$ cat src/rtl/riscv_fetch_buffer_pkg.sv
// Shared types for the instruction prefetch stage.
// Holds the fetch FSM states, FIFO entry layout and address helpers.
package riscv_fetch_buffer_pkg;

  typedef enum logic [1:0] {
    FETCH_IDLE,
    FETCH_WAIT,
    FETCH_DROP
  } fetch_state_e;

  localparam logic [31:0] INSTR_BYTES = 32'd4;

  typedef struct packed {
    logic [31:0] pc;
    logic [31:0] instr;
  } fetch_entry_t;

  function automatic logic [31:0] word_align(input logic [31:0] a);
    return a & ~32'h3;
  endfunction

endpackage

$ cat src/rtl/riscv_fetch_buffer_fifo.sv
// Small synchronous FIFO of {pc, instr} entries for the prefetch stage.
// Ports: clk, rst (async clear), flush, push/wdata, pop, valid/head, count.
import riscv_fetch_buffer_pkg::*;

module riscv_fetch_buffer_fifo #(
  parameter int unsigned DEPTH = 4
) (
  input  logic                     clk,
  input  logic                     rst,
  input  logic                     flush,
  input  logic                     push,
  input  logic                     pop,
  input  fetch_entry_t             wdata,
  output logic                     valid,
  output fetch_entry_t             head,
  output logic [$clog2(DEPTH):0]   count
);

  localparam int unsigned AW = $clog2(DEPTH);
  localparam int unsigned CW = AW + 1;

  fetch_entry_t   mem [DEPTH];
  logic [AW-1:0]  wr_ptr;
  logic [AW-1:0]  rd_ptr;
  logic           do_push;
  logic           do_pop;

  assign valid   = count != '0;
  assign do_push = push && !flush;
  assign do_pop  = pop && valid;

  // Head reads as zero while empty so stale storage never leaks out.
  assign head = valid ? mem[rd_ptr] : '0;

  always_ff @(posedge clk) begin
    if (do_push) begin
      mem[wr_ptr] <= wdata;
    end
  end

  always_ff @(posedge clk or posedge rst) begin
    if (rst) begin
      wr_ptr <= '0;
      rd_ptr <= '0;
      count  <= '0;
    end else if (flush) begin
      wr_ptr <= '0;
      rd_ptr <= '0;
      count  <= '0;
    end else begin
      if (do_push) begin
        wr_ptr <= wr_ptr + AW'(1);
      end
      if (do_pop) begin
        rd_ptr <= rd_ptr + AW'(1);
      end
      count <= count + CW'(do_push) - CW'(do_pop);
    end
  end

  // Requests are only issued with room reserved, so a push into a
  // full FIFO means the fetch FSM lost track of occupancy.
  a_no_overflow: assert property (
    @(posedge clk) disable iff (rst)
    do_push |-> (count < CW'(DEPTH))
  );

endmodule

$ cat src/rtl/riscv_fetch_buffer.sv
// Instruction prefetch stage: fetches words over req/ack, buffers them
// with their PC and hands them to decode; redirect flushes and restarts.
// Ports: clk, rst, redirect/redirect_pc, mem_req/mem_addr/mem_ack/
// mem_rdata, instr_valid/instr/instr_pc/instr_ready.
import riscv_fetch_buffer_pkg::*;

module riscv_fetch_buffer #(
  parameter int unsigned DEPTH    = 4,
  parameter logic [31:0] RESET_PC = 32'h0000_0000
) (
  input  logic        clk,
  input  logic        rst,
  input  logic        redirect,
  input  logic [31:0] redirect_pc,
  output logic        mem_req,
  output logic [31:0] mem_addr,
  input  logic        mem_ack,
  input  logic [31:0] mem_rdata,
  output logic        instr_valid,
  output logic [31:0] instr,
  output logic [31:0] instr_pc,
  input  logic        instr_ready
);

  localparam int unsigned CW = $clog2(DEPTH) + 1;

  fetch_state_e  state;
  fetch_state_e  state_n;
  logic [31:0]   next_pc;
  logic [31:0]   next_pc_n;
  logic [31:0]   req_addr;
  logic [31:0]   req_addr_n;
  logic [31:0]   target;
  logic [31:0]   seq_addr;
  logic [CW-1:0] count;
  logic [CW-1:0] count_next;
  logic          push;
  logic          pop;
  logic          room;
  fetch_entry_t  wdata;
  fetch_entry_t  head;

  assign target     = word_align(redirect_pc);
  assign seq_addr   = req_addr + INSTR_BYTES;
  assign pop        = instr_valid && instr_ready;
  assign push       = (state == FETCH_WAIT) && mem_ack && !redirect;
  assign count_next = count + CW'(push) - CW'(pop);
  assign room       = count_next < CW'(DEPTH);

  assign mem_req  = (state == FETCH_WAIT) || (state == FETCH_DROP);
  assign mem_addr = req_addr;
  assign wdata    = '{pc: req_addr, instr: mem_rdata};
  assign instr    = head.instr;
  assign instr_pc = head.pc;

  riscv_fetch_buffer_fifo #(
    .DEPTH(DEPTH)
  ) u_fifo (
    .clk   (clk),
    .rst   (rst),
    .flush (redirect),
    .push  (push),
    .pop   (pop),
    .wdata (wdata),
    .valid (instr_valid),
    .head  (head),
    .count (count)
  );

  always_ff @(posedge clk or posedge rst) begin
    if (rst) begin
      state    <= FETCH_IDLE;
      next_pc  <= RESET_PC;
      req_addr <= RESET_PC;
    end else begin
      state    <= state_n;
      next_pc  <= next_pc_n;
      req_addr <= req_addr_n;
    end
  end

  always_comb begin
    state_n    = state;
    next_pc_n  = next_pc;
    req_addr_n = req_addr;
    unique case (state)
      FETCH_IDLE: begin
        if (redirect) begin
          next_pc_n = target;
        end else if (room) begin
          req_addr_n = next_pc;
          state_n    = FETCH_WAIT;
        end
      end
      FETCH_WAIT: begin
        if (mem_ack && redirect) begin
          next_pc_n = target;
          state_n   = FETCH_IDLE;
        end else if (mem_ack) begin
          // Stream back-to-back while the word just pushed leaves room.
          next_pc_n = seq_addr;
          if (room) begin
            req_addr_n = seq_addr;
          end else begin
            state_n = FETCH_IDLE;
          end
        end else if (redirect) begin
          // Request is in flight; keep it stable and discard its data.
          next_pc_n = target;
          state_n   = FETCH_DROP;
        end
      end
      FETCH_DROP: begin
        if (redirect) begin
          next_pc_n = target;
        end
        if (mem_ack) begin
          state_n = FETCH_IDLE;
        end
      end
      default: begin
        state_n = FETCH_IDLE;
      end
    endcase
  end

endmodule

$ cat config.mk
export PLATFORM = sky130hd
export DESIGN_NAME = riscv_fetch_buffer
export DESIGN_NICKNAME = d
export VERILOG_FILES = /design/src/rtl/riscv_fetch_buffer_pkg.sv /design/src/rtl/riscv_fetch_buffer_fifo.sv /design/src/rtl/riscv_fetch_buffer.sv
export SDC_FILE = /design/constraint.sdc
export NUM_CORES = 1
export LEC_CHECK = 0
export BUFFER_PORTS_ARGS = -buffer_cell sky130_fd_sc_hd__buf_4
export CAP_MARGIN = 20
export CORE_ASPECT_RATIO = 1.4
export CORE_MARGIN = 2
export CORE_UTILIZATION = 53
export CTS_CLUSTER_DIAMETER = 80
export DETAILED_ROUTE_END_ITERATION = 10
export HOLD_SLACK_MARGIN = 0.03
export PLACE_DENSITY = 0.76
export RECOVER_POWER = 100
export SLEW_MARGIN = 20
export SYNTH_ARGS = -nofsm -noshare
export SYNTH_HDL_FRONTEND = slang
export SYNTH_SLANG_ARGS = --single-unit
export TNS_END_PERCENT = 10
$ cat constraint.sdc
create_clock -name clk -period 3.15 [get_ports clk]
set_clock_uncertainty 0.2 [all_clocks]
set_input_delay 0.4725 -clock clk [delete_from_list [all_inputs] [get_ports clk]]
set_output_delay 0.4725 -clock clk [all_outputs]
set_load 0.05 [all_outputs]
==> reports/results.tsv <==
metric	value	unit
syn_inst	942	
holdPathEnd	next_pc[7]	
reg2reg_depth	13	
dp_hpwl	20600	um
layout_worst_path_cycle_share	97.2	%
critical_path.max_fanout	4	
drc_errors	0	
worst_ep_required_time	3.39	ns
pre_cts_slack	-0.0383	ns
die_h	199	um
die_x	143	um
insertion_delay	0.56	ns
start_kind	flip-flop	
drtAntennaViolNets	0	
tightestPinTransition	1.10	ns
drt-total-wl	33400	um
end_kind	flip-flop	
r2r-start	u_fifo.count[0]	
fin_area	0.0180	mm^2
yosys.area.top_type	edfxtp_1	
io_buffers	164	
hold_viol	0	
synth-main-ff-cell	edfxtp_1	
first_iter_violations	614	
root_buffer	clkbuf_16	
setup_viol	0	
ios	167	
h-tree-depth	1	
holdWs	0.0553	ns
netlist_area	0.0144	mm^2
grt_pass1_vias	9242	
final_cells	1581	
hp-start	redirect_pc[7]	
avgSynthCellArea	15.3	um^2
cts_tree	built	
vias	9223	
synth_edf_count	256	
r2r-end	mem_addr[30]	
powerDensity	986	mW/mm^2
final_cell_mix	edfxtp_1, buf_4, clkbuf_1, dfrtp_1, and2_1	
fin_nets	1274	
ys_warn_count	0	
async_flop_share	22.2	%
dieArea	0.0285	mm^2
ys_ff_latch	329	
firstDrtPassIters	7	
status	complete, no violations	
synth_area_leaders	edfxtp_1, dfrtp_1, mux4_2, and2_1, a21oi_1	
nFillCells	1927	
dpl_cell_area	0.0164	mm^2
initial_core_util	53.7	%
synth_fp_nets	1024	
slew_headroom	26.7	%
wl_per_cell	21.1	um
track_usage	23.3	%
gr-total-overflow	0	
synth_cell_types	68	
grt_busiest_layer	met2	
cp.arrival	3.30	ns
irDropWorstVdd	595	uV
rrSetupSlack	0.09	ns
setup_tns	0	ns
min_path_cells	3	
final_common_cell	edfxtp_1	
ys_seq_area_share	66.0	%
path_class	reg -> reg	
grtUsageMet2	40.7	%
cts_sinks	329	
fin_crit	3.06	ns
slew_viol_final	0	
antenna_found_initial	0	
drive_above_1_share	25.1	%
cts_buffer_depth	3	
vias_per_cell	5.83	
fp.coreArea	0.0268	mm^2
use_met3	2.78	%
antennaDiodeCount	0	
cap_violations	0	
holdCritPathClass	in -> reg	
numPlacedInstances	1457	
routabilityCongestion	0.908	
cts_made_buffers	30	
grt_pass1_wl	51000	um
grtUsageMet1	30.2	%
fmax	0.327	GHz
setup_ws	0.0886	ns
core.rowCount	71	
grt_max_degree	66	
synth_top_area_share	53.3	%
area_delta_synth_final	24.8	%
power_leakage	6.34	nW
clk_pin_slew	0.07	ns
==> worst max-delay path by stage <==
stage / start / to / slack (ns) / cells after the start
6_report: u_fifo.count[0] / mem_addr[30] / 0.09 / 13
3_5_place_dp: u_fifo.count[0] / mem_addr[17] / -0.04 / 11
3_3_place_gp: u_fifo.count[0] / mem_addr[24] / 0.02 / 11
4_1_cts: u_fifo.count[0] / mem_addr[26] / 0.02 / 11
5_1_grt: u_fifo.count[0] / mem_addr[30] / -0.009 / 13
2_1_floorplan: state[1] / u_fifo.mem[1][0] / -0.13 / 6
==> critical path, cell delays in order, from the launching register on <==
cell,delay [ns]
dfrtp_1,0.37
or3_2,0.48
and2_4,0.17
ha_2,0.18
inv_1,0.06
ha_2,0.27
and4b_4,0.21
nor3_4,0.22
buf_6,0.14
buf_4,0.10
buf_4,0.12
or2_4,0.14
nor4b_4,0.21
nor3_2,0.07
==> flip-flops by register name, indices dropped and copies added, names as in the netlist <==
name           count
mem_addr          32
next_pc           32
state              2
u_fifo.count       3
u_fifo.mem       256
u_fifo.rd_ptr      2
u_fifo.wr_ptr      2
==> stage by stage <==
step	util, %	total power (W)
floorplan	-	0.0111
global placement	61.0	0.0134
detailed placement	61.0	0.0135
CTS	67.4	0.0177
global route	67.1	0.0185
finish	67.1	0.0177
==> Yosys cell counts, types with 6 or more instances <==
library cell / instances
dfrtp_1: 73
nand3_1: 15
nand2_1: 44
clkbuf_1: 25
nand2b_1: 17
mux4_2: 64
ha_1: 12
xor2_1: 12
edfxtp_1: 256
nand4_1: 8
o21ai_1: 15
nor2_1: 31
xnor2_1: 14
a21oi_1: 44
nor3_1: 17
buf_2: 18
a22oi_1: 13
and3_1: 8
buf_1: 6
and4_1: 11
o21ai_0: 24
o22ai_1: 28
a21o_1: 6
inv_1: 19
and2_1: 73
mux2i_1: 9
==> layer usage <==
metal | vias to the layer above | wire length (um) | share of wire [%]
met5 | - | 0 | 0
met4 | 0 | 1220 | 3.7
met3 | 88 | 1940 | 5.8
met2 | 363 | 17500 | 52
met1 | 4622 | 12700 | 38
li1 | 4150 | - | -
==> cell families after synthesis <==
group	after synthesis	synth area share (%)
buffers and inverters	76	2.37
AO/OA/AOI/OAI	165	7.22
AND/OR/NAND/NOR	260	11.0
XOR/XNOR	26	1.58
adder cells (fa/ha/maj)	13	1.18
flip-flops	329	66.0
multiplexers	73	10.6
==> report_power, final <==
group	internal [W]	leakage [nW]	switching (W)
registers	0.00538	3.21	0.000714
logic	0.00266	2.58	0.00487
clock network	0.00253	0.552	0.00157
total	0.0106	6.34	0.00716
==> final cells by class <==
type	instances	area (um^2)	share of cell area (%)
multi-input combinational	537	4660	25.9
tap	365	457	2.54
clock inverter	24	350	1.95
sequential	329	9520	52.9
inverter	20	75.1	0.417
timing repair buffer	274	2150	12.0
clock buffer	32	779	4.33
==> timing repair <==
item | in CTS | in global routing
hold endpoints to repair | 177 | 0
setup endpoints to repair | 15 | 21
gates resized for setup | 1 | 21
buffers inserted | 0 | 8
hold buffers | 57 | 0
pin swaps | 0 | 8
cloned | 0 | 3
Note: power is estimated with default switching activity, not from simulation.
